`config.mk`:
```
export PLATFORM = sky130hd
export DESIGN_NAME = physics_sweep_scheduler
export DESIGN_NICKNAME = d
export VERILOG_FILES = /design/src/rtl/physics_sweep_scheduler.sv
export SDC_FILE = /design/constraint.sdc
export NUM_CORES = 1
export LEC_CHECK = 0
export CORE_MARGIN = 5
export CORE_UTILIZATION = 35
export CTS_BUF_LIST = sky130_fd_sc_hd__clkbuf_4
export CTS_CLUSTER_SIZE = 28
export DETAILED_ROUTE_END_ITERATION = 10
export GPL_ROUTABILITY_DRIVEN = 0
export HOLD_SLACK_MARGIN = 0.15
export PLACE_DENSITY_LB_ADDON = 0.15
export SLEW_MARGIN = 10
export SYNTH_ARGS = -nofsm -noshare
export SYNTH_HDL_FRONTEND = slang
export SYNTH_SLANG_ARGS = --single-unit
```
`constraint.sdc`:
```
create_clock -name clock -period 2.8 [get_ports clock]
set_clock_uncertainty 0.15 [all_clocks]
set_input_delay 0.28 -clock clock [delete_from_list [all_inputs] [get_ports clock]]
set_output_delay 0.28 -clock clock [all_outputs]
set_load 0.03 [all_outputs]
```
`src/rtl/physics_sweep_scheduler.sv`:
```
// Paces the shared force/integration datapath across all objects: holds each
// object index for a settle window, then strobes a one-cycle commit.
module physics_sweep_scheduler #(
    parameter int unsigned NUM_OBJECTS   = 8,
    parameter int unsigned SEL_W         = 3,
    parameter int unsigned SETTLE_CYCLES = 31,
    parameter int unsigned COUNT_W       = 16
) (
    input  logic               clock,
    input  logic               reset,
    input  logic               run,
    input  logic               frame_tick,
    input  logic               step,
    input  logic               clear_overrun,
    output logic [SEL_W-1:0]   object_select,
    output logic               commit,
    output logic               busy,
    output logic               sweep_done,
    output logic               overrun,
    output logic [COUNT_W-1:0] sweep_count
);

    localparam int unsigned CNT_W = (SETTLE_CYCLES > 1) ? $clog2(SETTLE_CYCLES) : 1;

    localparam logic [1:0] ST_IDLE   = 2'd0;
    localparam logic [1:0] ST_SETTLE = 2'd1;
    localparam logic [1:0] ST_COMMIT = 2'd2;

    localparam logic [CNT_W-1:0] CNT_LOAD = CNT_W'(SETTLE_CYCLES - 1);
    localparam logic [SEL_W-1:0] SEL_LAST = SEL_W'(NUM_OBJECTS - 1);

    logic [1:0]         state_q,   state_d;
    logic [SEL_W-1:0]   sel_q,     sel_d;
    logic [CNT_W-1:0]   cnt_q,     cnt_d;
    logic               commit_q,  commit_d;
    logic               busy_q,    busy_d;
    logic               done_q,    done_d;
    logic               overrun_q, overrun_d;
    logic [COUNT_W-1:0] count_q,   count_d;

    always_ff @(posedge clock or negedge reset) begin
        if (!reset) begin
            state_q   <= ST_IDLE;
            sel_q     <= '0;
            cnt_q     <= '0;
            commit_q  <= 1'b0;
            busy_q    <= 1'b0;
            done_q    <= 1'b0;
            overrun_q <= 1'b0;
            count_q   <= '0;
        end else begin
            state_q   <= state_d;
            sel_q     <= sel_d;
            cnt_q     <= cnt_d;
            commit_q  <= commit_d;
            busy_q    <= busy_d;
            done_q    <= done_d;
            overrun_q <= overrun_d;
            count_q   <= count_d;
        end
    end

    always_comb begin
        state_d   = state_q;
        sel_d     = sel_q;
        cnt_d     = cnt_q;
        commit_d  = 1'b0;
        busy_d    = busy_q;
        done_d    = 1'b0;
        overrun_d = overrun_q;
        count_d   = count_q;

        // A tick during any busy cycle is dropped and flagged; set beats clear.
        if (clear_overrun) begin
            overrun_d = 1'b0;
        end
        if (frame_tick && (state_q != ST_IDLE)) begin
            overrun_d = 1'b1;
        end

        case (state_q)
            ST_IDLE: begin
                if ((run && frame_tick) || step) begin
                    state_d = ST_SETTLE;
                    cnt_d   = CNT_LOAD;
                    busy_d  = 1'b1;
                end
            end
            ST_SETTLE: begin
                if (cnt_q == '0) begin
                    state_d  = ST_COMMIT;
                    commit_d = 1'b1;
                    done_d   = (sel_q == SEL_LAST);
                end else begin
                    cnt_d = cnt_q - CNT_W'(1);
                end
            end
            ST_COMMIT: begin
                if (sel_q == SEL_LAST) begin
                    state_d = ST_IDLE;
                    busy_d  = 1'b0;
                    sel_d   = '0;
                    count_d = count_q + COUNT_W'(1);
                end else begin
                    state_d = ST_SETTLE;
                    sel_d   = sel_q + SEL_W'(1);
                    cnt_d   = CNT_LOAD;
                end
            end
            default: begin
                state_d = ST_IDLE;
                busy_d  = 1'b0;
                sel_d   = '0;
            end
        endcase
    end

    assign object_select = sel_q;
    assign commit        = commit_q;
    assign busy          = busy_q;
    assign sweep_done    = done_q;
    assign overrun       = overrun_q;
    assign sweep_count   = count_q;

endmodule
```
---- Yosys cells after proc, flatten, opt, wreduce, memory -nomap -nowiden ----
Cells that the tools add are included.
W data, S select, Z words.
storage, ports and cells
  bits in writable memories ............... 0
  input bits .............................. 6
  flip-flop bits (word level) ............. 30
  output and inout port bits .............. 23
  bits in latches ......................... 0
  bits in read-only memories .............. 0
  memories kept ........................... 0
  word-level logic and storage cells ...... 52
cells by class
  multiply operators ...................... 0
  shift-type cells ........................ 0
  multiplexer cells ....................... 19
  bitwise gates (word level) .............. 1
  $add $sub $neg .......................... 3
  equality and inequality tests ........... 8
  magnitude comparators ................... 0
  divide/modulo/power cells ............... 0
  reductions and logical operators ........ 13
operators with widths
  cell                     number
  $add A16 B1 Y16 const B  1
  $mux W5                  3
  $pmux W5 S3              1
  $ne A2 B2 Y1 const B     5
  $mux W1                  9
  $pmux W2 S3              1
  $pmux W3 S2              1
  $logic_not A5 Y1         1
  $sub A5 B1 Y5 const B    1
  $mux W2                  2
  $reduce_and A2 Y1        2
  $reduce_and A4 Y1        1
  $reduce_bool A2 Y1       2
  $add A3 B1 Y3 const B    1
  $eq A3 B3 Y1 const B     1
  $mux W3                  1
  $pmux W1 S3              1
  $reduce_and A3 Y1        1
  $reduce_bool A3 Y1       1
  $eq A2 B1 Y1 const B     1
  $eq A2 B2 Y1 const B     1
  $logic_and A1 B1 Y1      2
  $logic_not A2 Y1         1
  $reduce_or A2 Y1         1
  2 further kinds          2

---- Depth between registers and ports, before layout ----
Gate-level depths: netlist (run 1).
  depth in word-level cells ............... 4
  mapped depth ............................ 7

---- Least setup slack after synthesis (run 1) ----
Ideal clock, no wire load.
  path type ............................... flip-flop to flip-flop
  start ................................... register sel_q[0], in the netlist object_select[0]
  end ..................................... register count_q[7], in the netlist sweep_count[7]
  required time ........................... 2,517 ps
  setup slack ............................. 802 ps
  data arrival time ....................... 1,715 ps
  buffers on the path ..................... 1
  cell stages (with the launch flop) ...... 8
  period minus slack after synthesis ...... 1,998 ps
  path through ............................ dfrtp_1 ha_1 ha_1 and4b_1 and4_1 buf_2 nand4_1 xnor2_1
between the ends
  cells in the longest elaborated chain, start to end .. 2
ends and longest elaborated chain
  item                                line  text
  start: declaration                  33    logic [SEL_W-1:0] sel_q, sel_d;
  start signal: assignment            53    sel_q <= sel_d;
  $eq A3 B3 Y1                        99    if (sel_q == SEL_LAST) begin
  $reduce_and A2 Y1 (no source line)  -
  end signal: assignment              59    count_q <= count_d;
  end: declaration                    39    logic [COUNT_W-1:0] count_q, count_d;
Every way passes these cells.
A chain may end at the register's enable or synchronous reset.

---- Final worst setup path (run 1) ----
  start ................................... register sel_q[0], in the netlist object_select[0]
  end ..................................... register cnt_q[3]
between the ends
  cells in the longest elaborated chain, start to end .. 3
ends and longest elaborated chain
  item                                line  text
  $eq A3 B3 Y1                        99
  $ne A2 B2 Y1 (no source line)       -
  $reduce_and A4 Y1 (no source line)  -
  end signal: assignment              54    cnt_q <= cnt_d;
  end: declaration                    34    logic [CNT_W-1:0] cnt_q, cnt_d;
Every way passes these cells.

==> out/qor.tcl, run 1 <==
set qor(clkSlewWorstSetupHoldPaths_ns) 0.10
set qor(io_buffers) 28
set qor(grt_setup_unrepaired) {no}
set qor(cellPowerDensity_mw_per_mm2) 404
set qor(worstPathMaxFanout) 6
set qor(worst_skew_pair.late_latency_ns) 0.33
set qor(worst_pin_slew_ns) 0.373
set qor(fp.dieH_um) 72.0
set qor(synthesis.instances) 116
set qor(global_route.usage.total) 0.111
set qor(count_of_antenna_diodes_in_the_layout) 0
set qor(ctsLongestPathBuffers) 2
set qor(effective_utilization_at_floorplan) 0.365
set qor(core_area_mm2) 0.00369
set qor(max_freq_ghz) 0.510
set qor(cts_inserted_buffers) 5
set qor(status) {finished clean}
set qor(seq_area_frac_synth) 0.558
set qor(floorplan.die.width_um) 72.0
set qor(yosys.cell_count.top_type) {sky130_fd_sc_hd__dfrtp_1}
set qor(route.final.wire_length_um) 2520
set qor(maxSlewHeadroom) 0.751
set qor(antenna_found_initial) 0
set qor(die_area_mm2) 0.00519
set qor(postRouteAntennaNets) 0
set qor(synth_largest_area_cell) {sky130_fd_sc_hd__dfrtp_1}
set qor(timing_worst_setup_path_type) {reg2reg}
set qor(number_of_primary_i_o_pins) 29
set qor(final_period_minus_worst_setup_slack_ns) 1.96
set qor(hpwl_um) 1860
set qor(cts_hold_bufs) 0
set qor(number_of_global_route_vias_before_repair) 925
set qor(timing.hold.worst.class) {in2async}
set qor(first_pass_grt_wire_length_um) 4360
set qor(yosysWarningCount) 0
set qor(crit_arrival_ns) 2.06
set qor(synth_commonest_cells) {30 x sky130_fd_sc_hd__dfrtp_1, 15 x sky130_fd_sc_hd__xnor2_1, 8 x sky130_fd_sc_hd__nand2_1, 8 x sky130_fd_sc_hd__o21ai_0, 7 x sky130_fd_sc_hd__nand3_1}
set qor(grt_start_max_net_pins) 31
set qor(post-place-cells) 190
set qor(cts_tree) {yes}
set qor(ctsHtreeMaxLevel) 2
set qor(drt_pre_antenna_iters) 4
set qor(distinct_cells_synth) 32
set qor(postCtsSetupBuffers) 0
set qor(vdd_ir_drop_max_uv) 179
set qor(final.setup.tns_ns) 0
set qor(route.detailed.drc) 0
set qor(reg2reg_depth) 6
set qor(synth-async-reset-ratio) 1.00
set qor(startpoint_type) {register}
set qor(cts-resized-gates) 0
set qor(layout.cells.non_filler) 198
set qor(crit_path_end_kind) {register}
set qor(placementRows) 22
set qor(report.power.total_mw) 0.699
set qor(synth_largest_type_area_fraction) 0.558
set qor(routed-via-count) 948
set qor(grt_overflow_total) 0
set qor(root_cell_of_the_clock_tree) {sky130_fd_sc_hd__clkbuf_4}
set qor(fin_nets) 159
set qor(finalCoreUtilization) 0.469
set qor(area.growth.synth_to_final_pct) 28.5
set qor(synth-edff-count) 0
set qor(worst_hold_slack_ns) 0.181
set qor(cts.sink_count) 30
set qor(fillerInstances) 366
set qor(synth_flop_cell) {sky130_fd_sc_hd__dfrtp_1}
set qor(drive_gt1_frac) 0.0867
set qor(layout_worst_path_cycle_share) 0.700
set qor(post_synth_instance_area_mm2) 0.00135
set qor(finalSetupViolations) 0
set qor(total_leakage_power_nw) 0.742
set qor(finalMaxSlewViolations) 0
set qor(mappedNetlistNets) 126
set qor(syn_avg_cell_area_um2) 11.6
set qor(drt_via_density) 4.79
set qor(timing.max_cap.violations) 0
set qor(yosys_register_bits) 30
set qor(required_ns) 2.90
set qor(hold_viol_final) 0
set qor(wl_per_cell_um) 12.7
set qor(drt-initial-drc-count) 43
set qor(synth.area.top_cells) {sky130_fd_sc_hd__dfrtp_1 56%, sky130_fd_sc_hd__xnor2_1 9.8%, sky130_fd_sc_hd__ha_1 3.7%, sky130_fd_sc_hd__o21ai_0 3.0%, sky130_fd_sc_hd__nand3_1 2.6%}
## layout by cell type (no fill, tap or decap), drive strengths merged, types with 2 or more instances in the layout
cell type | Yosys | final
o21ai | 9 | 9
nor2b | 2 | 2
xnor2 | 15 | 15
nand4 | 2 | 2
nor2 | 5 | 5
and4 | 3 | 3
clkinv | 0 | 2
clkbuf | 0 | 5
or3b | 2 | 2
inv | 5 | 5
nand2 | 8 | 8
o21a | 3 | 3
clkdlybuf4s50 | 0 | 28
ha | 4 | 4
nor3b | 2 | 2
and3 | 3 | 3
and2 | 3 | 3
o211ai | 2 | 2
dfrtp | 30 | 30
nand3 | 7 | 7
## worst max-delay path: stages (launching register included)
cell and delay (ns):
sky130_fd_sc_hd__dfrtp_1 0.41, sky130_fd_sc_hd__ha_1 0.21, sky130_fd_sc_hd__ha_1 0.24, sky130_fd_sc_hd__or3b_1 0.41, sky130_fd_sc_hd__o21a_1 0.16, sky130_fd_sc_hd__nor2_4 0.14, sky130_fd_sc_hd__a2bb2oi_1 0.17
## where the power goes
group / switching, mW / total, mW / internal [mW]
sequential: 0.000478 / 0.434 / 0.434
combinational: 0.0126 / 0.0219 / 0.00936
clock: 0.149 / 0.242 / 0.0932
total: 0.162 / 0.699 / 0.536
## sequential cells by signal (all words and copies together) (netlist names)
signal         cells
overrun            1
busy               1
state_q            2
object_select      3
sweep_done         1
commit             1
sweep_count       16
cnt_q              5
## final cells by class
type / instances / area, um^2 / share of cell area
tap: 48 / 60.1 / 0.0347
multi-input combinational: 78 / 559 / 0.323
clock inverter: 3 / 16.3 / 0.00940
timing repair buffer: 29 / 288 / 0.166
sequential: 30 / 751 / 0.434
clock buffer: 5 / 37.5 / 0.0217
inverter: 5 / 18.8 / 0.0108
## logic make-up (layout without fill, tap and decap cells)
group,after synthesis,count (layout),synth area share
AO/OA/AOI/OAI,17,17,0.0771
XOR/XNOR,16,16,0.104
adder cells (fa/ha/maj),4,4,0.0372
buffers and inverters,8,42,0.0270
flip-flops,30,30,0.558
multiplexers,2,2,0.0158
AND/OR/NAND/NOR,39,39,0.181
## routing by layer
metal	GRT usage	share of wire
met4	0.0689	0.025
met1	0.130	0.44
met2	0.177	0.47
met3	0.0332	0.065
met5	0	0
## worst paths after layout
check | start | end | slack [ns]
setup / recovery | object_select[0]$_DFFE_PN0N_ | cnt_q[3]$_DFFE_PN0P_ | 0.84
hold / removal | reset | sweep_count[7]$_DFFE_PN0P_ | 0.18
setup reg to reg | object_select[0]$_DFFE_PN0N_ | cnt_q[3]$_DFFE_PN0P_ | 0.84
hold reg to reg | sweep_count[15]$_DFFE_PN0P_ | sweep_count[15]$_DFFE_PN0P_ | 0.33
max in group asynchronous | reset | object_select[2]$_DFFE_PN0N_ | 2.04
min in group clock | sweep_count[15]$_DFFE_PN0P_ | sweep_count[15]$_DFFE_PN0P_ | 0.33
## per-stage QoR
stage	cell area, um^2	worst slack [ns]
global placement	1680	0.906
finish	1730	0.840
floorplan	1350	0.802
CTS	1730	0.826
global route	1730	0.743
detailed placement	1680	0.834
Note: power is estimated with default switching activity, not from simulation.
==> run 2: changes to the inputs <==
==> constraint.sdc (replaced) <==
create_clock -name clock -period 1.68 [get_ports clock]
set_clock_uncertainty 0.15 [all_clocks]
set_input_delay 0.168 -clock clock [delete_from_list [all_inputs] [get_ports clock]]
set_output_delay 0.168 -clock clock [all_outputs]
set_load 0.03 [all_outputs]
==> run 2 against run 1 <==
Effect of this change: the run now ends with negative setup slack left; fmax is 9.5% higher; core utilization grew 9.1 points; sequential power is 67% higher; via count rose by 8.8%; cell area increased by 19%; setup slack got worse by 0.95 ns; non-clock buffer count up 20; flip-flop and latch count unchanged; sequential share of layout area fell by 6.9 points; hold slack better by 0.095 ns; largest power group unchanged; highest routed layer unchanged.
==> out/qor.tcl, run 2 (synthesis results as in run 1) <==
set qor(number_of_global_route_vias_before_repair) 1107 ;# +20%
set qor(fin_nets) 179 ;# +13%
set qor(post-route-worst-setup-slack_ns) -0.109 ;# -0.949 ns
set qor(total_leakage_power_nw) 1.05 ;# +42%
set qor(largest_register_ffs) 16 ;# unchanged
set qor(finalCoreUtilization) 0.560 ;# +0.0906
set qor(postPlaceCellArea_mm2) 0.00185 ;# +10%
set qor(core_area_mm2) 0.00369 ;# unchanged
set qor(drt-initial-drc-count) 45 ;# +4.7%
set qor(preCtsSetupSlack_ns) -0.171 ;# -1.01 ns
set qor(worst-r2r-setup-slack_ns) -0.11 ;# -0.95 ns
set qor(effective_utilization_at_floorplan) 0.365 ;# unchanged
set qor(grtUsageMet3) 0.0360 ;# +0.00277
set qor(area.growth.synth_to_final_pct) 53.3
set qor(slowest_stage) {sky130_fd_sc_hd__dfrtp_1}
set qor(route.detailed.drc) 0 ;# unchanged
set qor(die_area_mm2) 0.00519 ;# unchanged
set qor(grt.met1_usage) 0.172 ;# +0.0426
set qor(max_freq_ghz) 0.559 ;# +9.5%
set qor(layout.cells.non_filler) 218 ;# +10%
set qor(worst_skew_pair.late_latency_ns) 0.34 ;# about the same
set qor(area.sequential_um2) 753 ;# +0.33%
set qor(failing_checks) {negative setup slack}
set qor(critical_path.cell_chain) {inv_2, ha_4, or3b_4, nor3b_4, nor2_4, o21a_1}
set qor(postRouteAntennaNets) 0 ;# unchanged
set qor(finalInstanceArea_mm2) 0.00206 ;# +19%
set qor(first_pass_grt_wire_length_um) 5220 ;# +20%
set qor(most-common-layout-cells) {28 x sky130_fd_sc_hd__dfrtp_1, 23 x sky130_fd_sc_hd__dlygate4sd2_1, 20 x sky130_fd_sc_hd__buf_4}
set qor(top_usage_layer) {met2}
set qor(multi_input_comb_area_um2) 719 ;# +29%
set qor(cellPowerDensity_mw_per_mm2) 720 ;# +78%
set qor(startpoint) {cnt_q[0]$_DFFE_PN0P_}
set qor(cts_tree) {yes}
set qor(report.power.total_mw) 1.49 ;# +110%
set qor(post-place-cells) 205 ;# +7.9%
set qor(required_ns) 1.76 ;# -1.14 ns
set qor(root_cell_of_the_clock_tree) {sky130_fd_sc_hd__clkbuf_4}
set qor(fp.dieH_um) 72.0 ;# unchanged
set qor(worst_pin_slew_ns) 0.399 ;# +0.0252 ns
set qor(global_route.usage.total) 0.132 ;# +0.0213
set qor(worstPathMaxFanout) 5 ;# -1
set qor(grt_start_max_net_pins) 31 ;# unchanged
set qor(timing_worst_setup_path_type) {reg2reg}
set qor(floorplan.die.width_um) 72.0 ;# unchanged
set qor(finalSetupViolations) 15 ;# +15
set qor(drt_pre_antenna_iters) 4 ;# unchanged
set qor(placementRows) 22 ;# unchanged
set qor(status) {complete, but fails checks}
set qor(wl_per_cell_um) 14.1 ;# +10%
set qor(crit_arrival_ns) 1.87 ;# -0.19 ns
set qor(drive_gt1_frac) 0.341 ;# +0.255
set qor(final_period_minus_worst_setup_slack_ns) 1.79 ;# -0.171 ns
set qor(drt_via_density) 4.73 ;# -1.2%
set qor(vdd_ir_drop_max_uv) 684 ;# +280%
set qor(final_common_cell) {sky130_fd_sc_hd__dfrtp_1}
set qor(hpwl_um) 2050 ;# +10%
set qor(grt_setup_unrepaired) {yes}
set qor(final.setup.tns_ns) -0.646 ;# -0.646 ns
set qor(timing.hold.worst.class) {in2reg}
set qor(startpoint_type) {register}
set qor(crit_path_end_kind) {register}
set qor(timing.max_cap.violations) 0 ;# unchanged
set qor(ctsLongestPathBuffers) 2 ;# unchanged
set qor(grt_overflow_total) 0 ;# unchanged
set qor(worst_path_largest_cell_delay_ns) 0.41 ;# about the same
set qor(global_route.usage.met2) 0.202 ;# +0.0255
set qor(number_of_primary_i_o_pins) 29 ;# unchanged
set qor(r2r_start) {cnt_q[0]$_DFFE_PN0P_}
set qor(count_of_antenna_diodes_in_the_layout) 0 ;# unchanged
set qor(maxSlewHeadroom) 0.734 ;# -0.0168
set qor(cts.sink_count) 30 ;# unchanged
set qor(layout_worst_path_cycle_share) 1.06 ;# +0.365
set qor(routed-via-count) 1031 ;# +8.8%
set qor(ctsHtreeMaxLevel) 2 ;# unchanged
set qor(finalMaxSlewViolations) 0 ;# unchanged
set qor(fillerInstances) 339 ;# -7.4%
set qor(route.final.wire_length_um) 3070 ;# +22%
set qor(io_buffers) 28 ;# unchanged
set qor(hold_viol_final) 0 ;# unchanged
set qor(antenna_found_initial) 0 ;# unchanged
set qor(clkSlewWorstSetupHoldPaths_ns) 0.10 ;# about the same
set qor(holdCritStartpoint) {clear_overrun}
set qor(worst_hold_slack_ns) 0.276 ;# +0.0951 ns
set qor(cts_inserted_buffers) 5 ;# unchanged
-- run 2: final cells by class --
cell class	instances	share of cell area
tap	48	0.0291
multi-input combinational	78	0.348
clock inverter	3	0.0309
clock buffer	5	0.0182
sequential	30	0.365
inverter	5	0.00909
timing repair buffer	49	0.199
-- run 2: path summary, 6_finish.rpt --
check                                                to  cells after the start
min in group asynchronous    sweep_count[0]$_DFFE_PN0P_                      3
hold reg to reg             sweep_count[15]$_DFFE_PN0P_                      1
setup / recovery                   cnt_q[2]$_DFFE_PN0P_                      6
setup reg to reg                   cnt_q[2]$_DFFE_PN0P_                      6
hold / removal                      overrun$_DFFE_PN0P_                      2
max in group asynchronous  object_select[0]$_DFFE_PN0N_                      3
-- run 2: report_power, final --
part	internal (mW)	switching [mW]	leakage, nW	total, mW
Combinational	0.0160	0.0225	0.602	0.0384
Sequential	0.723	0.000755	0.396	0.724
Clock	0.458	0.266	0.0528	0.724
Total	1.20	0.289	1.05	1.49
-- run 2: worst max-delay path: cells and delay by family (launching register included) --
kind	cells	cell delay, ns
DFF	1	0.41
and+or+nand+nor	3	0.73
buffers and inverters	1	0.08
AOI/OAI and AO/OA	1	0.19
adders and majority gates	1	0.13
-- run 2: repair_timing --
item | CTS | global route
buffers inserted | 4 | 1
resized for setup | 38 | 9
pin swaps | 13 | 7
hold endpoints to repair | 30 | 0
hold buffers | 1 | 0
endpoints found under the setup margin | 42 | 20
-- run 2: layer usage --
| metal | vias up | share of wire |
|---|---|---|
| li1 | 505 | - |
| met1 | 499 | 0.45 |
| met3 | 6 | 0.060 |
| met5 | - | 0 |
| met4 | 0 | 0.017 |
| met2 | 21 | 0.48 |
==> run 3: changes to the inputs <==
--- a/config.mk
+++ b/config.mk
@@ -13,6 +13,7 @@
 export GPL_ROUTABILITY_DRIVEN = 0
 export HOLD_SLACK_MARGIN = 0.15
 export PLACE_DENSITY_LB_ADDON = 0.15
+export SKIP_LAST_GASP = 1
 export SLEW_MARGIN = 10
 export SYNTH_ARGS = -nofsm -noshare
 export SYNTH_HDL_FRONTEND = slang
==> run 3 against run 2 <==
Effect of this change: the run still ends with negative setup slack left; combinational power about the same; via count down 0.68%; sequential power about the same; non-clock buffer count up 1; global-route usage down 0.058 points; setup slack better by 0.0026 ns; fmax up 0.14%; total power about the same; sequential share of layout area up 0.29 points; critical path type unchanged; highest routed layer unchanged.
==> out/qor.tcl, run 3 (synthesis results as in run 1) <==
set qor(r2r_end) {cnt_q[2]$_DFFE_PN0P_}
set qor(post-route-worst-setup-slack_ns) -0.107 ;# +0.00256 ns
set qor(route.detailed.drc) 0 ;# unchanged
set qor(io_buffers) 28 ;# unchanged
set qor(fillerInstances) 341 ;# +0.59%
set qor(clock_power_share) 0.487 ;# about the same
set qor(final_common_cell) {sky130_fd_sc_hd__dfrtp_1}
set qor(worst_skew_pair.late_latency_ns) 0.34 ;# about the same
set qor(worst-path-buf-inv) 1 ;# unchanged
set qor(timing.max_cap.violations) 0 ;# unchanged
set qor(report.power.total_mw) 1.49 ;# about the same
set qor(worstPathMaxFanout) 5 ;# unchanged
set qor(ctsLongestPathBuffers) 2 ;# unchanged
set qor(drt_via_density) 4.68 ;# -1.1%
set qor(count_of_antenna_diodes_in_the_layout) 0 ;# unchanged
set qor(layout.cells.non_filler) 219 ;# +0.46%
set qor(effective_utilization_at_floorplan) 0.365 ;# unchanged
set qor(global_route.usage.total) 0.131 ;# -0.000583
set qor(r2r_start) {cnt_q[0]$_DFFE_PN0P_}
set qor(hold_path_depth) 2 ;# unchanged
set qor(finalSetupViolations) 17 ;# +2
set qor(core_area_mm2) 0.00369 ;# unchanged
set qor(slowest_stage) {sky130_fd_sc_hd__dfrtp_1}
set qor(fin_nets) 180 ;# +0.56%
set qor(grtUsageMet3) 0.0360 ;# unchanged
set qor(pwr-share-seq) 0.487 ;# about the same
set qor(largest_delay_contributor_family_on_the_critical_path) {simple AND/OR/NAND/NOR gates}
set qor(grt_setup_unrepaired) {yes}
set qor(required_ns) 1.76 ;# about the same
set qor(area.sequential_um2) 753 ;# unchanged
set qor(worst_pin_slew_ns) 0.400 ;# +0.00178 ns
set qor(finalCoreUtilization) 0.555 ;# -0.00441
set qor(drt-initial-drc-count) 44 ;# -2.2%
set qor(min_delay_worst_endpoint) {overrun$_DFFE_PN0P_}
set qor(cts_inserted_buffers) 5 ;# unchanged
set qor(clkSlewWorstSetupHoldPaths_ns) 0.10 ;# about the same
set qor(power.combinational.fraction) 0.026 ;# about the same
set qor(floorplan.die.width_um) 72.0 ;# unchanged
set qor(global_route.usage.met2) 0.201 ;# -0.00102
set qor(critical_path.cell_chain) {inv_2, ha_4, or3b_4, nor3b_4, nor2_4, o21a_1}
set qor(ctsHtreeMaxLevel) 2 ;# unchanged
set qor(number_of_global_route_vias_before_repair) 1100 ;# -0.63%
set qor(postRouteAntennaNets) 0 ;# unchanged
set qor(routed-via-count) 1024 ;# -0.68%
set qor(area.growth.synth_to_final_pct) 52.1
set qor(largest_register_ffs) 16 ;# unchanged
set qor(grt_start_max_net_pins) 31 ;# unchanged
set qor(layout_worst_path_cycle_share) 1.06 ;# -0.00152
set qor(timing.hold.worst.class) {in2reg}
set qor(cts.sink_count) 30 ;# unchanged
set qor(most-common-layout-cells) {28 x sky130_fd_sc_hd__dfrtp_1, 23 x sky130_fd_sc_hd__dlygate4sd2_1, 21 x sky130_fd_sc_hd__buf_4}
set qor(hpwl_um) 2050 ;# unchanged
set qor(startpoint_type) {register}
set qor(worst-r2r-setup-slack_ns) -0.11 ;# about the same
set qor(worst_hold_slack_ns) 0.276 ;# -0.000381 ns
set qor(total_leakage_power_nw) 1.01 ;# -3.7%
set qor(crit_path_end_kind) {register}
set qor(drt_pre_antenna_iters) 4 ;# unchanged
set qor(antenna_found_initial) 0 ;# unchanged
set qor(timing_worst_setup_path_type) {reg2reg}
set qor(holdCritStartpoint) {clear_overrun}
set qor(route.final.wire_length_um) 3030 ;# -1.1%
set qor(reg2reg_depth) 6 ;# unchanged
set qor(power_switching_share) 0.195 ;# +0.000224
set qor(grt_overflow_total) 0 ;# unchanged
set qor(maxSlewHeadroom) 0.733 ;# -0.00119
set qor(finalMaxSlewViolations) 0 ;# unchanged
set qor(final_period_minus_worst_setup_slack_ns) 1.79 ;# -0.00256 ns
set qor(multi_input_comb_area_um2) 696 ;# -3.3%
set qor(max_freq_ghz) 0.560 ;# +0.14%
set qor(hold_viol_final) 0 ;# unchanged
set qor(vdd_ir_drop_max_uv) 684 ;# about the same
set qor(failing_checks) {negative setup slack}
set qor(p_int_mw) 1.20 ;# about the same
set qor(status) {complete, but fails checks}
set qor(first_pass_grt_wire_length_um) 5180 ;# -0.79%
set qor(preCtsSetupSlack_ns) -0.171 ;# unchanged
set qor(worst_path_largest_cell_delay_ns) 0.41 ;# about the same
set qor(cts_tree) {yes}
set qor(number_of_primary_i_o_pins) 29 ;# unchanged
set qor(root_cell_of_the_clock_tree) {sky130_fd_sc_hd__clkbuf_4}
set qor(wl_per_cell_um) 13.8 ;# -1.6%
set qor(top_usage_layer) {met2}
set qor(drive_gt1_frac) 0.333 ;# -0.00784
set qor(cellPowerDensity_mw_per_mm2) 726 ;# +0.82%
set qor(grt.met1_usage) 0.172 ;# -0.000871
set qor(power.net_switching_mw) 0.289 ;# +0.14%
set qor(die_area_mm2) 0.00519 ;# unchanged
set qor(fp.dieH_um) 72.0 ;# unchanged
set qor(crit_arrival_ns) 1.87 ;# about the same
set qor(placementRows) 22 ;# unchanged
set qor(post-place-cells) 205 ;# unchanged
-- run 3: per-layer routing --
| layer | vias up | wire (um) |
|---|---|---|
| met5 | - | 0 |
| met4 | 0 | 51 |
| met3 | 6 | 183 |
| met2 | 21 | 1410 |
| met1 | 492 | 1390 |
| li1 | 505 | - |
-- run 3: worst max path at each step --
| stage | slack, ns | start | to | cells past startpoint |
|---|---|---|---|---|
| final | -0.11 | cnt_q[0]$_DFFE_PN0P_ | cnt_q[2]$_DFFE_PN0P_ | 6 |
| after global routing | -0.15 | cnt_q[1]$_DFFE_PN0P_ | cnt_q[2]$_DFFE_PN0P_ | 6 |
| after CTS | -0.13 | object_select[1]$_DFFE_PN0N_ | cnt_q[3]$_DFFE_PN0P_ | 6 |
| after detailed placement | -0.17 | object_select[1]$_DFFE_PN0N_ | cnt_q[3]$_DFFE_PN0P_ | 6 |
| after global placement | -0.12 | object_select[1]$_DFFE_PN0N_ | sweep_count[14]$_DFFE_PN0P_ | 6 |
| after floorplan | -0.16 | object_select[0]$_DFFE_PN0N_ | cnt_q[3]$_DFFE_PN0P_ | 6 |
-- run 3: stage by stage --
step	instance area [um^2]	TNS, ns
after floorplan	1420	-1.55
after global placement	1850	-1.36
after detailed placement	1850	-1.63
after CTS	2000	-0.707
after global routing	2050	-2.05
final	2050	-0.749
-- run 3: worst reg2reg max path, delay by kind of cell, from the launching register on --
family	cells	cell delay, ns
flip-flops	1	0.41
AND/OR/NAND/NOR	3	0.73
buffers and inverters	1	0.08
adder cells (fa/ha/maj)	1	0.13
AO/OA/AOI/OAI	1	0.19
-- run 3: power by group through the flow --
stage | registers, mW | clock network (mW) | logic, mW
after floorplan | 0.742 | 0 | 0.00230
after global placement | 0.738 | 0 | 0.0383
after detailed placement | 0.738 | 0 | 0.0394
after CTS | 0.724 | 0.740 | 0.0400
after global routing | 0.725 | 0.774 | 0.0440
final | 0.724 | 0.725 | 0.0385
-- run 3: repair_timing --
item,in CTS,in global routing
hold buffers,1,0
endpoints found under the hold margin,30,0
gates resized for setup,37,5
setup buffers,4,2
endpoints found under the setup margin,42,20
pin swaps,11,6
-- run 3: cell type report --
class | count | share of cell area
clock buffers | 5 | 0.0183
flip-flops and latches | 30 | 0.368
multi-input cells | 78 | 0.340
inverters | 5 | 0.00916
well taps | 48 | 0.0293
repair buffers | 50 | 0.205
clock inverters | 3 | 0.0312
